$ cat config.mk
export PLATFORM = sky130hd
export DESIGN_NAME = issue_arbiter
export DESIGN_NICKNAME = d
export VERILOG_FILES = /design/src/rtl/issue_arbiter.sv
export SDC_FILE = /design/constraint.sdc
export NUM_CORES = 1
export LEC_CHECK = 0
export CAP_MARGIN = 20
export CORE_MARGIN = 2
export CORE_UTILIZATION = 36
export DETAILED_ROUTE_END_ITERATION = 8
export PLACE_DENSITY = 0.84
export SYNTH_ARGS = -nofsm -noshare
export SYNTH_HDL_FRONTEND = slang
export SYNTH_SLANG_ARGS = --single-unit
export TNS_END_PERCENT = 10
$ cat constraint.sdc
create_clock -name clock -period 3.7 [get_ports clock]
set_clock_uncertainty 0.2 [all_clocks]
set_input_delay 0.74 -clock clock [delete_from_list [all_inputs] [get_ports clock]]
set_output_delay 0.74 -clock clock [all_outputs]
set_load 0.005 [all_outputs]
$ cat src/rtl/issue_arbiter.sv
// issue_arbiter: round-robin issue-slot scheduler.
// Each cycle it picks one ready requester (reservation-station bank) and
// latches that bank's operand tags and ROB index into the issue register.
// The issue register drives the regfile read indices and the EX stage.
//
// Handshake (valid/ready): a requester offers an entry by holding req_valid[i]
// high with stable contents; the entry is consumed only at an edge where
// grant[i] is 1. Downstream consumes the issue register at an edge where
// is_valid && ex_ready, and the register is refilled at that same edge.
// Squash drops the issue register and blocks any grant in that cycle.
module issue_arbiter #(
    parameter int NUM_REQ    = 4,
    parameter int PREG_IDX_W = 6,
    parameter int ROB_IDX_W  = 5,
    parameter int REQ_ID_W   = $clog2(NUM_REQ)
) (
    input  logic                          clock,
    input  logic                          reset,
    input  logic [NUM_REQ-1:0]            req_valid,
    input  logic [NUM_REQ*PREG_IDX_W-1:0] req_rs1_idx,
    input  logic [NUM_REQ*PREG_IDX_W-1:0] req_rs2_idx,
    input  logic [NUM_REQ*ROB_IDX_W-1:0]  req_rob_index,
    input  logic                          ex_ready,
    input  logic                          squash,
    output logic [NUM_REQ-1:0]            grant,
    output logic                          is_valid,
    output logic [REQ_ID_W-1:0]           is_req_id,
    output logic [PREG_IDX_W-1:0]         rs1_preg_idx,
    output logic [PREG_IDX_W-1:0]         rs2_preg_idx,
    output logic [ROB_IDX_W-1:0]          is_rob_index
);

    // Round-robin pointer: the requester with highest priority this cycle.
    logic [REQ_ID_W-1:0]   rr_ptr;

    logic [REQ_ID_W-1:0]   winner;
    logic                  any;
    logic                  adv;
    logic [PREG_IDX_W-1:0] sel_rs1;
    logic [PREG_IDX_W-1:0] sel_rs2;
    logic [ROB_IDX_W-1:0]  sel_rob;

    // The issue register can take a new entry when it is empty or being drained.
    assign adv = !squash && (!is_valid || ex_ready);
    assign any = |req_valid;

    // Pick the first valid requester scanning upward from rr_ptr with wrap.
    // NUM_REQ is a power of two, so the pointer addition wraps naturally.
    always_comb begin
        logic                found;
        logic [REQ_ID_W-1:0] idx;
        winner = '0;
        found  = 1'b0;
        idx    = '0;
        for (int k = 0; k < NUM_REQ; k++) begin
            idx = rr_ptr + REQ_ID_W'(k);
            if (!found && req_valid[idx]) begin
                winner = idx;
                found  = 1'b1;
            end
        end
    end

    // Mux the winner's payload out of the packed request buses.
    always_comb begin
        sel_rs1 = '0;
        sel_rs2 = '0;
        sel_rob = '0;
        for (int i = 0; i < NUM_REQ; i++) begin
            if (winner == REQ_ID_W'(i)) begin
                sel_rs1 = req_rs1_idx[i*PREG_IDX_W +: PREG_IDX_W];
                sel_rs2 = req_rs2_idx[i*PREG_IDX_W +: PREG_IDX_W];
                sel_rob = req_rob_index[i*ROB_IDX_W +: ROB_IDX_W];
            end
        end
    end

    // One-hot grant; suppressed in reset, squash, stall and when nobody is ready.
    always_comb begin
        grant = '0;
        if (!reset && adv && any) begin
            grant = NUM_REQ'(1) << winner;
        end
    end

    // Issue register and round-robin pointer update.
    always_ff @(posedge clock) begin
        if (reset) begin
            is_valid     <= 1'b0;
            is_req_id    <= '0;
            rs1_preg_idx <= '0;
            rs2_preg_idx <= '0;
            is_rob_index <= '0;
            rr_ptr       <= '0;
        end else if (squash) begin
            // Flush drops the held instruction; rotation position is kept.
            is_valid <= 1'b0;
        end else if (adv) begin
            is_valid <= any;
            if (any) begin
                is_req_id    <= winner;
                rs1_preg_idx <= sel_rs1;
                rs2_preg_idx <= sel_rs2;
                is_rob_index <= sel_rob;
                rr_ptr       <= winner + REQ_ID_W'(1);
            end
        end
    end

endmodule
==> metrics.md <==
| Metric | Value |
|---|---|
| Status | `complete, no violations` |
| CTS Buffer Depth | `2` |
| Library cells used by synthesis | `27` |
| FF-to-FF setup slack | `around 1.0 ns` |
| Final setup viols | `0` |
| Antenna Nets Post-Route | `0` |
| Setup crit start kind | `primary input` |
| Area growth, synth to finish | `76.3%` |
| First-pass GRT wire length | `approximately 7200 um` |
| FILL cells | `about 350` |
| WP buf/inv | `2` |
| Post-route cell area | `between 2000 and 3000 um2` |
| Fmax | `about 0.29 GHz` |
| Fin. max-slew vios | `0` |
| WL/cell | `about 15 um` |
| Worst-margin pin slew | `about 0.66 ns` |
| Reg power frac | `~33%` |
| Final std cells w/o fill | `324` |
| Switching share of power | `30.6%` |
| Initial antenna violation count | `0` |
| Core Area | `3970 um2` |
| Synth Instances | `between 150 and 200` |
| Vias in the first global route | `~1600` |
| # IOs | `100` |
| Worst r2r src | `rr_ptr[0]$_SDFFE_PP0P_` |
| R2R depth | `10` |
| Total Routing Usage GR | `20.6%` |
| RSZ-0062 raised after global routing | `no` |
| Critical path's slowest cell | `clkdlybuf4s50_1` |
| Endpoint, Worst Hold | `is_rob_index[3]$_SDFFE_PP0P_` |
| Flops & latches, synth | `22` |
| Net switching power | `~250 uW` |
| Number of synthesized flops with an enable pin | `0` |
| Port Buffers | `between 90 and 100` |
| DP HPWL | `roughly 3500 um` |
| Crit-path max FO | `6` |
| Iter 0 DRT Violations | `between 60 and 70` |
| Die area | `around 4600 um2` |
| Number of diodes | `0` |
| Part of the cycle the worst path needs | `between 90 and 100%` |
| Area after DPL | `approximately 2500 um2` |
| LEAKAGE | `roughly 0.0011 uW` |
| Most frequent CP cell | `clkdlybuf4s50_1` |
| CP Capture Type | `primary output` |
| Syn nets | `260` |
| Sequential share of the synthesized area | `between 20% and 30%` |
| R2R Path End | `is_rob_index[1]$_SDFFE_PP0P_` |
| CTS H-tree lvls | `1` |
| Later-pin clock latency in the skew report | `0.26 ns` |
| Ys async rst share | `0%` |
| WHS Path Cells | `2` |
| Top_reg_cell synth | `dfxtp_1` |
| Crit-path leading delay family | `buffers and inverters` |
| Die Span Y | `a little under 70 um` |
| Total grt overflow | `0` |
| Crit-path max cell delay | `about 0.5 ns` |
| Worst vdd ir | `0.220 mV` |
| Placed insts | `between 300 and 400` |
| Postcts setup bufs | `0` |
| Routed WL | `approximately 4900 um` |
| Share of layout cells above drive strength 1 | `12.0%` |
| Leading cell types in the layout, fill and taps excluded | `clkdlybuf4s50_1, dfxtp_1, nor2_1, inv_1` |
| Kind of critical path | `primary input to primary output` |
| Die Width | `between 60 and 70 um` |
| DR pass1 iterations | `4` |
| P_int | `about 580 uW` |
| Crit path DAT | `2.48 ns` |
| Clock power frac | `about a fifth` |
| GPL Wtd Cong | `a little under 0.9` |
| Syn avg cell area | `8.21 um2` |
| Via count | `between 1500 and 2000` |
| Cell taking the most area after synthesis | `dfxtp_1` |
| CTS Sinks | `22` |
| Mapped Area | `1480 um2` |
| Largest net degree at the start of global routing | `35` |
| Final hold vios | `0` |
| Max-Cap Viols | `0` |
| PwrDens | `roughly 320 nW/um2` |
| DR vias/cell | `around 5.3` |
| Worst EP required | `2.76 ns` |
| Top post-synthesis cells by area | `dfxtp_1, a221o_1, a221oi_2, nor3_1, a21oi_1` |
| Final #Nets | `355` |
| DRC Markers | `0` |
| Slew headroom | `a little under three fifths` |
| CTS root buf | `clkbuf_8` |
| Most common cell after layout, fill and taps aside | `clkdlybuf4s50_1` |
| Share of the synthesized area in the top cell type | `roughly 30%` |
| Min-delay src | `is_rob_index[3]$_SDFFE_PP0P_` |
| Crit-path cells | `clkdlybuf4s50_1, or3_1, nor2_2, and2_1, clkdlybuf4s50_1` |
| Synth warnings | `0` |
| CTS clk-pin slew, worst paths | `0.08 ns` |
| CTS buffer count | `3` |
| Starting Density | `a little under two fifths` |
| Gate power share | `a little under half` |
| FP Rows | `23` |
| Hold Crit Class | `flop to flop` |
| Tmin final | `between 3 and 4 ns` |
| CTS tree | `done` |
state kept, by name, indices dropped and copies added (netlist names):
register / count
rr_ptr: 2
is_rob_index: 5
rs2_preg_idx: 6
is_req_id: 2
is_valid: 1
rs1_preg_idx: 6
timing repair:
| action | 4_1_cts | 5_1_grt |
|---|---|---|
| hold buffers | 0 | 0 |
| pin swaps | 1 | 0 |
| gates resized for setup | 1 | 12 |
| gates cloned | 0 | 0 |
| setup endpoints to repair | 3 | 4 |
stage by stage:
stage          setup TNS [ns]  hold WS, ns  setup slack (ns)  total power (uW)  utilization (%)
2_1_floorplan               0        0.268             0.587               488                -
3_3_place_gp                0        0.277           0.00526               654             63.0
3_5_place_dp          -0.0247        0.279           -0.0208               663             63.0
4_1_cts                     0        0.295           0.00829               834             64.5
5_1_grt                     0        0.310             0.156               885             65.6
6_report                    0        0.291             0.277               830             65.6
worst register-to-register path, stage by stage (launching register included):
cell      delay, ns
dfxtp_1        0.44
nor2b_2        0.08
nor4_1         0.26
or2_2          0.22
ha_1           0.18
buf_4          0.25
nor2b_1        0.10
buf_4          0.19
a221o_1        0.31
a221oi_2       0.25
nor3_1         0.08
cell families (layout without fill, tap and decap cells):
kind of cell               after synthesis  after routing  share of synthesized area [%]
AOI/OAI and AO/OA                       57             57                           34.5
buffers and inverters                   37            131                           11.6
DFF                                     22             22                           29.8
and+or+nand+nor                         60             60                           20.7
adders and majority gates                4              4                           3.39
final cells by class:
class                           instances  area (um2)  area share [%]
Clock buffer                            4        55.1            2.11
Inverter                               19        71.3            2.74
Multi-Input combinational cell        121         907            34.8
Sequential cell                        22         440            16.9
Tap cell                               50        62.6            2.40
Timing Repair Buffer                  108        1070            41.0
worst max path at each step:
stage,start,end,slack [ns],depth (start not counted)
2_1_floorplan,req_valid[2],grant[3],0.59,8
3_3_place_gp,req_valid[1],grant[1],0.005,8
3_5_place_dp,req_valid[1],grant[1],-0.02,8
4_1_cts,req_valid[1],grant[1],0.008,8
5_1_grt,ex_ready,grant[1],0.16,6
6_report,squash,grant[1],0.28,5
cell usage after synthesis (2+ instances only):
cell type	count
buf_4	2
nor2_1	21
nor3b_1	2
dfxtp_1	22
a21oi_1	18
a221o_1	17
clkbuf_1	10
buf_2	2
a221oi_2	10
buf_6	3
nor3_1	19
a21o_1	2
and2_1	4
nor2b_1	7
ha_1	4
inv_1	19
a221oi_1	7
nand2_1	2
power by group through the flow:
stage	Combinational, uW	Clock, uW	Sequential [uW]
after floorplan	206	0	282
after global placement	374	0	280
after detailed placement	382	0	281
after CTS	384	175	276
after global routing	419	186	280
final	384	170	277
per-layer routing:
| layer | vias up | track usage [%] | wire, um |
|---|---|---|---|
| li1 | 852 | - | - |
| met1 | 801 | 23.8 | 1990 |
| met2 | 63 | 37.3 | 2530 |
| met3 | 4 | 5.59 | 369 |
| met4 | 0 | 5.00 | 34 |
| met5 | - | 0 | 0 |
(Power assumes the default switching activity.)
==> RTL change 1: new RTL, same settings <==
Set the parameter `ROB_IDX_W` to 6 (it was 5).
--- a/src/rtl/issue_arbiter.sv
+++ b/src/rtl/issue_arbiter.sv
@@ -11,7 +11,7 @@
 module issue_arbiter #(
     parameter int NUM_REQ    = 4,
     parameter int PREG_IDX_W = 6,
-    parameter int ROB_IDX_W  = 5,
+    parameter int ROB_IDX_W  = 6,
     parameter int REQ_ID_W   = $clog2(NUM_REQ)
 ) (
     input  logic                          clock,
Interface: changed (resized is_rob_index and req_rob_index); port bits go from 100 to 105. The function was not compared with the original's and may differ.
==> RTL change 1 against the unedited design <==
  * Design area up 6.7%
  * Sequential cell count up 1
  * Highest routed layer unchanged
  * Cell count up 5.6%
  * Wire length up 6.7%
  * Critical path depth up 3
  * Critical endpoint is now grant[3]
  * Total power up 3.7%
  * Area after synthesis up 9.7%
  * Setup slack worse by 0.23 ns
==> RTL change 1: results (changes against the unedited design) <==
** Status
- The run finished with clean final reports.

** Final layout
- Biggest registers after layout :: is_rob_index x6, rs1_preg_idx x6, rs2_preg_idx x6
- The number of fillers in the final layout was 378 (+9.6%).
- Fraction of layout cells with a size suffix above 1 :: 15.2% (+3.1 points)
- The number of nets at the end of the flow was 375 (+5.6%).

** Min path
- For hold timing, the worst endpoint is rs2_preg_idx[0].
- The startpoint identified for the worst hold timing path is rs2_preg_idx[0].

** STA
- Relative slew margins :: 51.2% (-4.3 points)

** Route
- The post-detailed-routing wire length was 5.25 mm (+6.7%).
- Routed length on met3 :: 371 µm (+0.54%)
- The wire length the detailed router placed on met1 is 2.16 mm (+8.4%).
- The met2 wirelength from detailed routing is 2.66 mm (+5.0%).
- Post-DR vias/cell :: 5.44 (+2.5%)

** Synth
- The commonest cells after synthesis are dfxtp_1 (23), a21oi_1 (21), inv_1 (20), nor2_1 (20), nor3_1 (19).
- Count of unique library cells instantiated by Yosys :: 26 (-3.7%)
- The number of nets produced by synthesis was 272 (+4.6%).
- The proportion of synthesized chip area in sequential cells is 28.4% (-1.4 points).
- Top cells by area in the synthesized netlist :: dfxtp_1 (28%), a221oi_2 (17%), a221o_1 (11%)

** Power
- The switching fraction of total power came to 32.2% (+1.5 points).
- Leakage power total :: 1.12 nW (+3.7%)
- Clock group share of total power :: 17.9% (-2.5 points)
- The peak ir drop on the vdd network was 0.222 mV (+1.0%).
- Part of the power in registers :: 33.6% (+0.3 points)

** Critical path
- The worst setup slack for register-to-register paths was 1.09 ns (+0.05 ns).
- Largest driver fanout on the critical path :: 4 (-2)
- The worst register-to-register path begins at rr_ptr[1].

** Global route
- The met1 routing resource usage after global routing is 24.5% (+0.63 points).
- GR Util All Layers :: 21.0% (+0.42 points)
- The global-route wire length before repair is 8.60 mm (+19%).
- Fraction of met2 tracks used by global routing :: 38.1% (+0.85 points)
- The met3 demand-to-capacity share in global routing was 5.41% (-0.18 points).
- The pin count of the biggest net entering global routing came to 37 (+5.7%).

** Place
- The final weighted congestion of routability-driven global placement was 0.839 (-6.2%).
- Placed standard-cell area :: 0.00271 mm² (+8.4%)
- Detail Placement HPWL :: 3.90 mm (+10%)
## RTL change 1: cell count changes after synthesis, moves of 2 or more
cell,before,now
a21oi_1,18,21
a221oi_1,7,0
a221oi_2,10,18
buf_2,2,6
buf_4,2,0
clkbuf_1,10,7
nor2b_1,7,5
## RTL change 1: how the worst max path moves through the flow
stage	startpoint	endpoint	slack (ns)	depth (start not counted)
floorplan	req_valid[0]	grant[3]	0.52	8
global placement	req_valid[1]	grant[1]	0.10	8
detailed placement	req_valid[0]	grant[3]	0.09	8
CTS	req_valid[0]	grant[3]	0.07	8
global route	req_valid[0]	grant[1]	-0.01	8
finish	req_valid[0]	grant[3]	0.05	8
## RTL change 1: final cells by class
class	instances	area [µm²]	area share, %
flip-flops and latches	23	460	16.6
clock buffers	3	41.3	1.49
well taps	52	65.1	2.34
inverters	20	75.1	2.70
multi-input cells	127	1000	36.0
clock inverters	1	5.00	0.180
repair buffers	116	1130	40.8
## RTL change 1: stage by stage
step | hold slack (ns) | instances | util (%) | setup WS (ns)
after global placement | 0.276 | 338 | 62.3 | 0.104
final | 0.291 | 342 | 63.9 | 0.0470
after CTS | 0.294 | 342 | 63.4 | 0.0684
after floorplan | 0.276 | 188 | - | 0.517
after detailed placement | 0.278 | 338 | 62.3 | 0.0889
after global routing | 0.323 | 342 | 63.9 | -0.0149
## RTL change 1: what timing repair did
item	CTS	global route
endpoints found under the setup margin	0	3
gates resized for setup	0	5
endpoints found under the hold margin	0	0
## RTL change 1: cell families after synthesis
family,after synthesis,synth area share (%)
AOI/OAI and AO/OA,62,36.8
adders and majority gates,4,3.09
buffers and inverters,38,11.2
DFF,23,28.4
and+or+nand+nor,61,20.5
==> RTL change 2: new RTL, same flow settings <==
Without the edit above. Reset style: asynchronous (`reset`), changed in one clocked block.
--- a/src/rtl/issue_arbiter.sv
+++ b/src/rtl/issue_arbiter.sv
@@ -84,7 +84,7 @@
     end
 
     // Issue register and round-robin pointer update.
-    always_ff @(posedge clock) begin
+    always_ff @(posedge clock or posedge reset) begin
         if (reset) begin
             is_valid     <= 1'b0;
             is_req_id    <= '0;
Function: differs if reset is asserted again (counterexample within 4 cycles, from zero or initial values and one cycle with reset high); with reset held inactive, the same outputs for 10 cycles.
==> RTL change 2 against the unedited design <==
  * First-iteration DRC count increased by 53%
  * Setup slack got worse by 0.15 ns
  * Worst hold slack improved by 0.028 ns
  * Area after synthesis increased by 11%
  * Design area increased by 6.7%
  * Sequential share of layout area increased by 2.9 points
  * Wire length increased by 9.1%
  * Sequential cell count unchanged
  * Critical endpoint is now grant[2]
Power is not compared: it rests on default switching activity, and its combinational part moved more than twofold at a synthesized area within 25%.
==> RTL change 2: results (changes against the unedited design) <==
** Status
- The run finished with clean final reports.

** Route
- Vias after detailed routing :: 1964 (+14%)
- Wire length after detailed routing :: 5.37 mm (+9.1%)
- Number of violations reported at the end of detailed-routing iteration 0 :: 101 (+53%)

** Critical path
- In this run the critical register-to-register path is launched from rr_ptr[1].
- The most critical setup path has its startpoint at req_valid[3].
- The delay of the slowest cell on the worst path is 0.54 ns (+0.04 ns).
- The maximum fanout along the worst path was 24 (+18).
- Arrival time of data at the critical path endpoint :: 2.63 ns (+0.15 ns)

** Final layout
- The proportion of layout cells with a drive suffix above 1 was 7.74% (-4.3 points).
- In the final layout, the registers with the most flip-flops are rs1_preg_idx x6, rs2_preg_idx x6, is_rob_index x5.
- Count of fill cells added during filler insertion :: 391 (+13%)
- The number of nets at the end of the flow is 378 (+6.5%).

** Place
- The area after detailed placement is 0.00269 mm² (+7.2%).
- Detail Placement HPWL :: 4.04 mm (+14%)
- The final weighted congestion of routability-driven global placement was 0.767 (-14%).
- The setup slack after placement is -0.0695 ns (-0.0487 ns).

** STA
- Relative slew margins :: 54.7% (-0.78 points)

** Power
- The worst-case IR drop observed on VDD is 0.197 mV.

** Clock tree
- Root Buffer Master :: clkbuf_8
- The total of hold buffers inserted after clock tree synthesis is 0 (unchanged).

** Flow run
- Count of max-cap constraint violations :: 0 (unchanged)

** Synth
- Yosys warning count :: 0 (unchanged)
- By count the netlist is led by a31oi_1 (34), dfrtp_1 (22), a21oi_1 (20), inv_1 (20), nand2_1 (18).
- Sequential cell area fraction in the yosys report :: 33.5% (+3.7 points)
- Top cells by area in the synthesized netlist :: dfrtp_1 (33%), a31oi_1 (13%), a221o_1 (10%)
- The number of nets produced by synthesis was 279 (+7.3%).
- The fraction of registers with async set or reset after synthesis was 100% (+100 points).
- In the synthesized netlist the dominant register cell turns out to be dfrtp_1.
- Count of unique library cells instantiated by Yosys :: 32 (+19%)

** Global route
- Global-route wire length before repair :: 8.51 mm (+18%)
- The number of global-route vias before repair is 1795 (+13%).
- The total routing usage reported by global routing was 20.7% (+0.12 points).

** Min path
- Hold path startpoint :: is_req_id[1]
- Worst min-delay path category :: register to register
==> RTL change 2: cell types whose count changed after synthesis, moves of 7 or more <==
cell and change:
a31oi_1 +34, nand3b_1 +17, a221oi_1 -7, dfxtp_1 -22
nand2_1 +16, dfrtp_1 +22, nor2_1 -19, a221oi_2 -10
nor3_1 -18
==> RTL change 2: timing repair <==
action | in CTS | in global routing
endpoints found under the setup margin | 4 | 0
gates resized for setup | 4 | 0
buffers inserted | 5 | 0
hold endpoints to repair | 0 | 0
==> RTL change 2: stage by stage <==
stage	utilization, %	instances	hold slack [ns]	setup TNS [ns]	power [mW]
after floorplan	-	199	0.295	0	0.816
after global placement	61.2	340	0.303	-0.0135	1.16
after detailed placement	61.2	340	0.301	-0.246	1.18
after CTS	63.4	349	0.321	0	1.37
after global routing	63.4	349	0.363	0	1.47
final	63.4	349	0.319	0	1.37
==> RTL change 2: metal layers <==
layer	wire length, µm	GRT usage (%)	vias to the layer above
met2	2680	34.0	83
met5	0	0	-
met3	349	1.97	8
met1	2250	28.6	931
met4	96	7.34	0
li1	-	-	942
==> RTL change 2: cell families after synthesis <==
kind of cell / after synthesis / share of synthesized area, %
muxes: 2 / 1.29
adders and majority gates: 4 / 3.04
and+or+nand+nor: 53 / 18.6
buffers and inverters: 41 / 11.1
AOI/OAI and AO/OA: 77 / 32.5
DFF: 22 / 33.5
==> RTL change 2: final cells by class <==
type / count / share of cell area (%)
timing repair buffer: 114 / 40.0
inverter: 21 / 2.84
multi-input combinational: 136 / 33.0
sequential: 22 / 19.8
clock buffer: 4 / 1.98
tap: 52 / 2.34
==> RTL change 2: worst max-delay path: cells and delay by family <==
family / cells / cell delay [ns]
AND/OR/NAND/NOR: 3 / 0.47
buffers and inverters: 4 / 1.42
==> RTL change 2: power by group <==
part	internal, mW	switching [mW]	leakage [nW]
clock network	0.0949	0.0768	0.0288
logic	0.461	0.354	0.842
registers	0.330	0.0578	0.253
==> RTL change 2: worst paths after layout <==
| kind | slack (ns) | cells after the start | to |
|---|---|---|---|
| worst max-delay path | 0.13 | 7 | grant[2] |
| worst min-delay path | 0.32 | 2 | is_req_id[1] |
| worst max register to register | 1.16 | 7 | rs1_preg_idx[4] |
| worst min register to register | 0.32 | 2 | is_req_id[1] |
| max in group asynchronous | 2.31 | 3 | rr_ptr[0] |
| min in group asynchronous | 0.53 | 2 | rs2_preg_idx[0] |
